`config.mk`:
```
export PLATFORM = sky130hd
export DESIGN_NAME = kbd_event_ctrl
export DESIGN_NICKNAME = d
export VERILOG_FILES = /design/src/rtl/kbd_event_ctrl.sv
export SDC_FILE = /design/constraint.sdc
export NUM_CORES = 1
export LEC_CHECK = 0
export BUFFER_PORTS_ARGS = -buffer_cell sky130_fd_sc_hd__buf_2
export CORE_MARGIN = 4
export CORE_UTILIZATION = 53
export CTS_CLUSTER_SIZE = 12
export DETAILED_ROUTE_END_ITERATION = 8
export GPL_TIMING_DRIVEN = 0
export PLACE_DENSITY = 0.73
export SYNTH_ARGS = -nofsm -noshare
export SYNTH_HDL_FRONTEND = slang
export SYNTH_SLANG_ARGS = --single-unit
```
`constraint.sdc`:
```
create_clock -name clk -period 2.9 [get_ports clk]
set_clock_uncertainty 0.2 [all_clocks]
set_input_delay 0.435 -clock clk [delete_from_list [all_inputs] [get_ports clk]]
set_output_delay 0.435 -clock clk [all_outputs]
set_load 0.01 [all_outputs]
```
`src/rtl/kbd_event_ctrl.sv`:
```
// PS/2 key-event controller: pops raw set-2 bytes from ps2_kbd, folds E0/F0 prefixes
// into 16-bit key events, buffers them and serves them over an STB/ACK register slave.
module kbd_event_ctrl #(
    parameter int DEPTH_LOG2 = 4
) (
    input  logic        clk,
    input  logic        clrn,
    input  logic [7:0]  kbd_data,
    input  logic        kbd_ready,
    input  logic        kbd_overflow,
    output logic        kbd_rdn,
    input  logic        STB,
    input  logic        WE,
    input  logic [1:0]  ADDR,
    input  logic [31:0] DAT_I,
    output logic [31:0] DAT_O,
    output logic        ACK,
    output logic        INT,
    output logic [1:0]  o_dbg_state
);
    localparam int DEPTH = 1 << DEPTH_LOG2;
    localparam logic [DEPTH_LOG2-1:0] PTR_ONE = DEPTH_LOG2'(1);
    localparam logic [DEPTH_LOG2:0] CNT_ONE = (DEPTH_LOG2 + 1)'(1);
    localparam logic [DEPTH_LOG2:0] CNT_FULL = (DEPTH_LOG2 + 1)'(DEPTH);

    typedef enum logic [1:0] {S_IDLE, S_FETCH, S_DECODE} state_t;

    state_t                r_state, w_next;
    logic [7:0]            r_byte;
    logic                  r_ext, r_brk;
    logic [15:0]           r_mem [DEPTH];
    logic [DEPTH_LOG2-1:0] r_wr_ptr, r_rd_ptr;
    logic [DEPTH_LOG2:0]   r_count;
    logic                  r_sw_ovf, r_hw_ovf, r_int_en, r_int;
    logic                  r_stb_d, r_ack, r_we;
    logic [1:0]            r_addr;
    logic [3:0]            r_wdata;
    logic [31:0]           w_rdata;
    logic                  w_empty, w_full, w_prefix, w_push_req, w_push, w_pop, w_flush;
    logic                  w_bus_wr, w_bus_rd, w_accept, w_sw_clr, w_hw_clr, w_ctrl_wr;
    logic                  w_unused_dat;

    assign w_unused_dat = ^DAT_I[31:4];

    // Fetch FSM: kbd_rdn is low only while in FETCH, so async reset releases it at once.
    always_ff @(posedge clk or negedge clrn) begin
        if (!clrn) r_state <= S_IDLE;
        else       r_state <= w_next;
    end

    always_comb begin
        w_next  = r_state;
        kbd_rdn = 1'b1;
        case (r_state)
            S_IDLE:   if (kbd_ready) w_next = S_FETCH;
            S_FETCH:  begin
                kbd_rdn = 1'b0;
                w_next  = S_DECODE;
            end
            S_DECODE: w_next = S_IDLE;
            default:  w_next = S_IDLE;
        endcase
    end

    assign o_dbg_state = r_state;

    assign w_empty    = (r_count == '0);
    assign w_full     = (r_count == CNT_FULL);
    assign w_prefix   = (r_byte == 8'hE0) || (r_byte == 8'hF0);
    assign w_push_req = (r_state == S_DECODE) && !w_prefix;
    assign w_bus_wr   = r_ack && r_we;
    assign w_bus_rd   = r_ack && !r_we;
    assign w_accept   = STB && !r_stb_d;
    assign w_ctrl_wr  = w_bus_wr && (r_addr == 2'd2);
    assign w_flush    = w_ctrl_wr && r_wdata[1];
    assign w_sw_clr   = w_bus_wr && (r_addr == 2'd1) && r_wdata[2];
    assign w_hw_clr   = w_bus_wr && (r_addr == 2'd1) && r_wdata[3];
    assign w_pop      = w_bus_rd && (r_addr == 2'd0) && !w_empty;
    // A full FIFO drops the push even when a pop frees a slot in the same cycle.
    assign w_push     = w_push_req && !w_full && !w_flush;

    always_ff @(posedge clk or negedge clrn) begin
        if (!clrn) begin
            r_byte <= '0;
            r_ext  <= 1'b0;
            r_brk  <= 1'b0;
        end else begin
            if (r_state == S_FETCH) r_byte <= kbd_data;
            if (w_flush) begin
                r_ext <= 1'b0;
                r_brk <= 1'b0;
            end else if (r_state == S_DECODE) begin
                if (r_byte == 8'hE0) r_ext <= 1'b1;
                else if (r_byte == 8'hF0) r_brk <= 1'b1;
                else begin
                    r_ext <= 1'b0;
                    r_brk <= 1'b0;
                end
            end
        end
    end

    always_ff @(posedge clk) begin
        if (w_push) r_mem[r_wr_ptr] <= {r_brk, r_ext, 6'b0, r_byte};
    end

    always_ff @(posedge clk or negedge clrn) begin
        if (!clrn) begin
            r_wr_ptr <= '0;
            r_rd_ptr <= '0;
            r_count  <= '0;
        end else if (w_flush) begin
            r_wr_ptr <= '0;
            r_rd_ptr <= '0;
            r_count  <= '0;
        end else begin
            if (w_push) r_wr_ptr <= r_wr_ptr + PTR_ONE;
            if (w_pop)  r_rd_ptr <= r_rd_ptr + PTR_ONE;
            case ({w_push, w_pop})
                2'b10:   r_count <= r_count + CNT_ONE;
                2'b01:   r_count <= r_count - CNT_ONE;
                default: r_count <= r_count;
            endcase
        end
    end

    // Sticky flags: a set condition beats a clear-write in the same cycle.
    always_ff @(posedge clk or negedge clrn) begin
        if (!clrn) begin
            r_sw_ovf <= 1'b0;
            r_hw_ovf <= 1'b0;
            r_int_en <= 1'b0;
            r_int    <= 1'b0;
        end else begin
            r_sw_ovf <= (w_push_req && w_full) || (r_sw_ovf && !w_sw_clr);
            r_hw_ovf <= kbd_overflow || (r_hw_ovf && !w_hw_clr);
            if (w_ctrl_wr) r_int_en <= r_wdata[0];
            r_int <= r_int_en && !w_empty;
        end
    end

    // Accept on the rising edge of STB; the access executes during the ACK cycle.
    always_ff @(posedge clk or negedge clrn) begin
        if (!clrn) begin
            r_stb_d <= 1'b0;
            r_ack   <= 1'b0;
            r_we    <= 1'b0;
            r_addr  <= '0;
            r_wdata <= '0;
        end else begin
            r_stb_d <= STB;
            r_ack   <= w_accept;
            if (w_accept) begin
                r_we    <= WE;
                r_addr  <= ADDR;
                r_wdata <= DAT_I[3:0];
            end
        end
    end

    always_comb begin
        w_rdata = '0;
        case (r_addr)
            2'd0: if (!w_empty) w_rdata[15:0] = r_mem[r_rd_ptr];
            2'd1: begin
                w_rdata[0] = !w_empty;
                w_rdata[1] = w_full;
                w_rdata[2] = r_sw_ovf;
                w_rdata[3] = r_hw_ovf;
                w_rdata[8 +: DEPTH_LOG2 + 1] = r_count;
            end
            2'd2:    w_rdata[0] = r_int_en;
            default: w_rdata = '0;
        endcase
    end

    assign DAT_O = w_bus_rd ? w_rdata : '0;
    assign ACK   = r_ack;
    assign INT   = r_int;
endmodule

```
==> results.sh <==
export IMPL_outcome="finished with violations"
export IMPL_failed_checks="setup timing"
export IMPL_pin_count=85
export IMPL_antenna_found_initial=0
export IMPL_placed_area_um2=8830
export IMPL_min_path_type="input pin to flop"
export IMPL_vias=4320
export IMPL_synth_area_per_cell_um2=18.8
export IMPL_antenna_left=0
export IMPL_drt_initial_drc_count=439
export IMPL_min_period_ns=3.18
export IMPL_synth_seq_area_share_pct=69.3
export IMPL_start_kind="flop"
export IMPL_path_max_fanout=7
export IMPL_synth_main_ff_cell="edfxtp_1"
export IMPL_fmax_mhz=314
export IMPL_portBuffers=39
export IMPL_grt_usage_pct=19.6
export IMPL_routed_wl_um=17000
export IMPL_die_w_um=133
export IMPL_irDropWorstVdd_v=0.000636
export IMPL_post_route_util_pct=63.3
export IMPL_cts_clk_slew_worst_paths_ns=0.07
export IMPL_finalMaxSlewViolations=0
export IMPL_finalSetupViolations=10
export IMPL_rows=45
export IMPL_cts_tree="done"
export IMPL_fin_ws_ns=-0.282
export IMPL_worst_slew_pin_slew_ns=0.853
export IMPL_vias_per_cell=5.70
export IMPL_hpwl_um=10300
export IMPL_cts_root_buf="clkbuf_16"
export IMPL_hold_viol_final=0
export IMPL_grt_overflow=0
export IMPL_ys_warn_count=0
export IMPL_worstPathRequired_ns=2.27
export IMPL_path_class="flop to output pin"
export IMPL_cts_buffers=17
export IMPL_synth_edf_count=160
export IMPL_leakagePower_nw=3.47
export IMPL_finalCritPeriodShare_pct=110
export IMPL_finalNonFillerCells=758
export IMPL_layout_drive_gt1_share_pct=39.7
export IMPL_cp_end_kind="output pin"
export IMPL_synth_area_um2=8310
export IMPL_p_per_area_nw_per_um2=865
export IMPL_rsz0062_at_grt="yes"
export IMPL_core_um2=15300
export IMPL_grt_pass1_vias=4304
export IMPL_ys_ff_latch=198
export IMPL_place_gp_congestion=0.783
export IMPL_ys_async_sr_fraction_pct=19.2
export IMPL_grt_max_degree=39
export IMPL_cts_sinks=198
export IMPL_drc=0
export IMPL_dieArea_um2=17700
export IMPL_dr_pass1_iters=5
export IMPL_htree_levels=4
export IMPL_synthCells=441
export IMPL_fp_dieH_um=133
export IMPL_final_nets=589
export IMPL_wl_per_cell_um=22.4
export IMPL_dp_cells=707
export IMPL_synth_cell_types=59
export IMPL_start_util_pct=54.4
export IMPL_final_area_um2=9650
export IMPL_max_cap_violations=0
export IMPL_area_delta_synth_final_pct=16.2
export IMPL_worstPathArrival_ns=2.55
export IMPL_grt_pass1_wl_um=25500
export IMPL_max_slew_margin_pct=43.1
export IMPL_insertedDiodeCount=0
export IMPL_fillers=1043
export IMPL_cts_max_path_buffers=2
export IMPL_clk_latency_ns=0.43
==> logic make-up after synthesis <==
group,share of synthesized area [%]
AOI/OAI and AO/OA,2.79
and+or+nand+nor,6.49
muxes,15.9
adders and majority gates,1.05
xor gates and xnor gates,0.949
buffers and inverters,3.45
other,0.0451
DFF,69.3
==> layout by cell type (no fill, tap or decap), types with 12 or more instances in the layout <==
| master | netlist | layout |
|---|---|---|
| and2_1 | 23 | 13 |
| buf_2 | 1 | 38 |
| buf_4 | 18 | 32 |
| clkbuf_16 | 0 | 18 |
| conb_1 | 1 | 17 |
| dfrtp_1 | 38 | 30 |
| edfxtp_1 | 160 | 160 |
| mux2_2 | 15 | 15 |
| mux4_2 | 45 | 48 |
| nand2_1 | 12 | 12 |
| nor2_1 | 20 | 20 |
==> power by group <==
part           internal, W  switching [W]  leakage [nW]
registers          0.00355       0.000359          1.90
logic              0.00118        0.00104          1.30
clock network      0.00126       0.000961         0.268
total              0.00599        0.00236          3.47
==> final timing paths <==
| path | slack (ns) | start | cells after the start | to |
|---|---|---|---|---|
| setup / recovery | -0.28 | r_rd_ptr[0]$_DFFE_PN0P_ | 6 | DAT_O[1] |
| hold / removal | 0.03 | kbd_data[4] | 3 | r_byte[4]$_DFFE_PN0N_ |
| setup reg to reg | 0.09 | r_count[0]$_DFFE_PN0P_ | 9 | r_count[4]$_DFFE_PN0P_ |
| hold reg to reg | 0.27 | o_dbg_state[0]$_DFFE_PN0P_ | 1 | o_dbg_state[0]$_DFFE_PN0P_ |
| max in group asynchronous | 1.42 | clrn | 2 | r_byte[3]$_DFFE_PN0N_ |
| min in group asynchronous | 0.48 | clrn | 2 | r_wdata[0]$_DFFE_PN0P_ |
==> through the flow <==
stage	setup WS [ns]	setup TNS, ns	hold WS, ns	total power (W)
3_5_place_dp	-0.557	-31.34	0.258	0.00588
4_1_cts	-0.289	-2.51	0.0221	0.00826
5_1_grt	-0.333	-3.11	0.0176	0.00873
2_1_floorplan	0.0798	0	-0.0606	0.00530
3_3_place_gp	-0.370	-13.00	0.249	0.00579
6_report	-0.282	-2.48	0.0347	0.00835
==> area by class of cell <==
class	instances	area, µm²	area share [%]
Tap cell	211	264	2.73
Multi-Input combinational cell	216	2360	24.4
Clock buffer	21	440	4.56
Buffer	35	299	3.10
Timing Repair Buffer	60	395	4.10
Clock inverter	11	108	1.11
Sequential cell	198	5770	59.7
Inverter	6	23.8	0.246
==> timing repair <==
item,4_1_cts,5_1_grt
buffers inserted,13,4
endpoints found under the hold margin,40,0
endpoints found under the setup margin,173,151
cloned,0,1
hold buffers,3,0
gates resized for setup,35,18
pin swaps,1,3
==> critical path: stages, from the launching register on <==
cell and delay (ns):
dfrtp_1 0.38, buf_6 0.18, clkbuf_16 0.18, mux4_2 0.55, mux4_2 0.50, a22o_1 0.19, buf_2 0.14
==> per-layer routing <==
layer  share of wire (%)  routed length [µm]  GRT usage (%)  vias up
li1                    -                   -              -     1892
met1                  43                7230           28.1     2257
met2                  49                8390           30.1      149
met3                 6.0                1020           4.38       22
met4                 2.0                 340           7.09        0
met5                   0                   0              0        -
==> flip-flops by register name (all words and copies together) (netlist names), 2 cells and up <==
register	cells
o_dbg_state	2
r_addr	2
r_byte	8
r_count	5
r_mem	160
r_rd_ptr	4
r_wdata	4
r_wr_ptr	4
==> synth_stat cells (all sizes together), types with 2 or more instances <==
| cell | count | area share, % |
|---|---|---|
| nor2b | 4 | 0.30 |
| a22o | 4 | 0.42 |
| xnor2 | 5 | 0.53 |
| nor2 | 22 | 1.2 |
| nand2 | 12 | 0.54 |
| mux4 | 50 | 14 |
| and2 | 23 | 1.7 |
| buf | 28 | 2.7 |
| and4b | 2 | 0.24 |
| ha | 7 | 1.1 |
| or3 | 2 | 0.15 |
| and3 | 4 | 0.30 |
| or2 | 2 | 0.18 |
| edfxtp | 160 | 58 |
| o21ai | 6 | 0.50 |
| mux2 | 15 | 2.0 |
| inv | 5 | 0.23 |
| nand3 | 2 | 0.12 |
| clkbuf | 9 | 0.42 |
| nand4 | 2 | 0.15 |
| nor3b | 3 | 0.27 |
| nor3 | 4 | 0.44 |
| a21oi | 7 | 0.42 |
| xor2 | 4 | 0.42 |
| dfrtp | 38 | 11 |
Power figures use the tool's default switching activity.
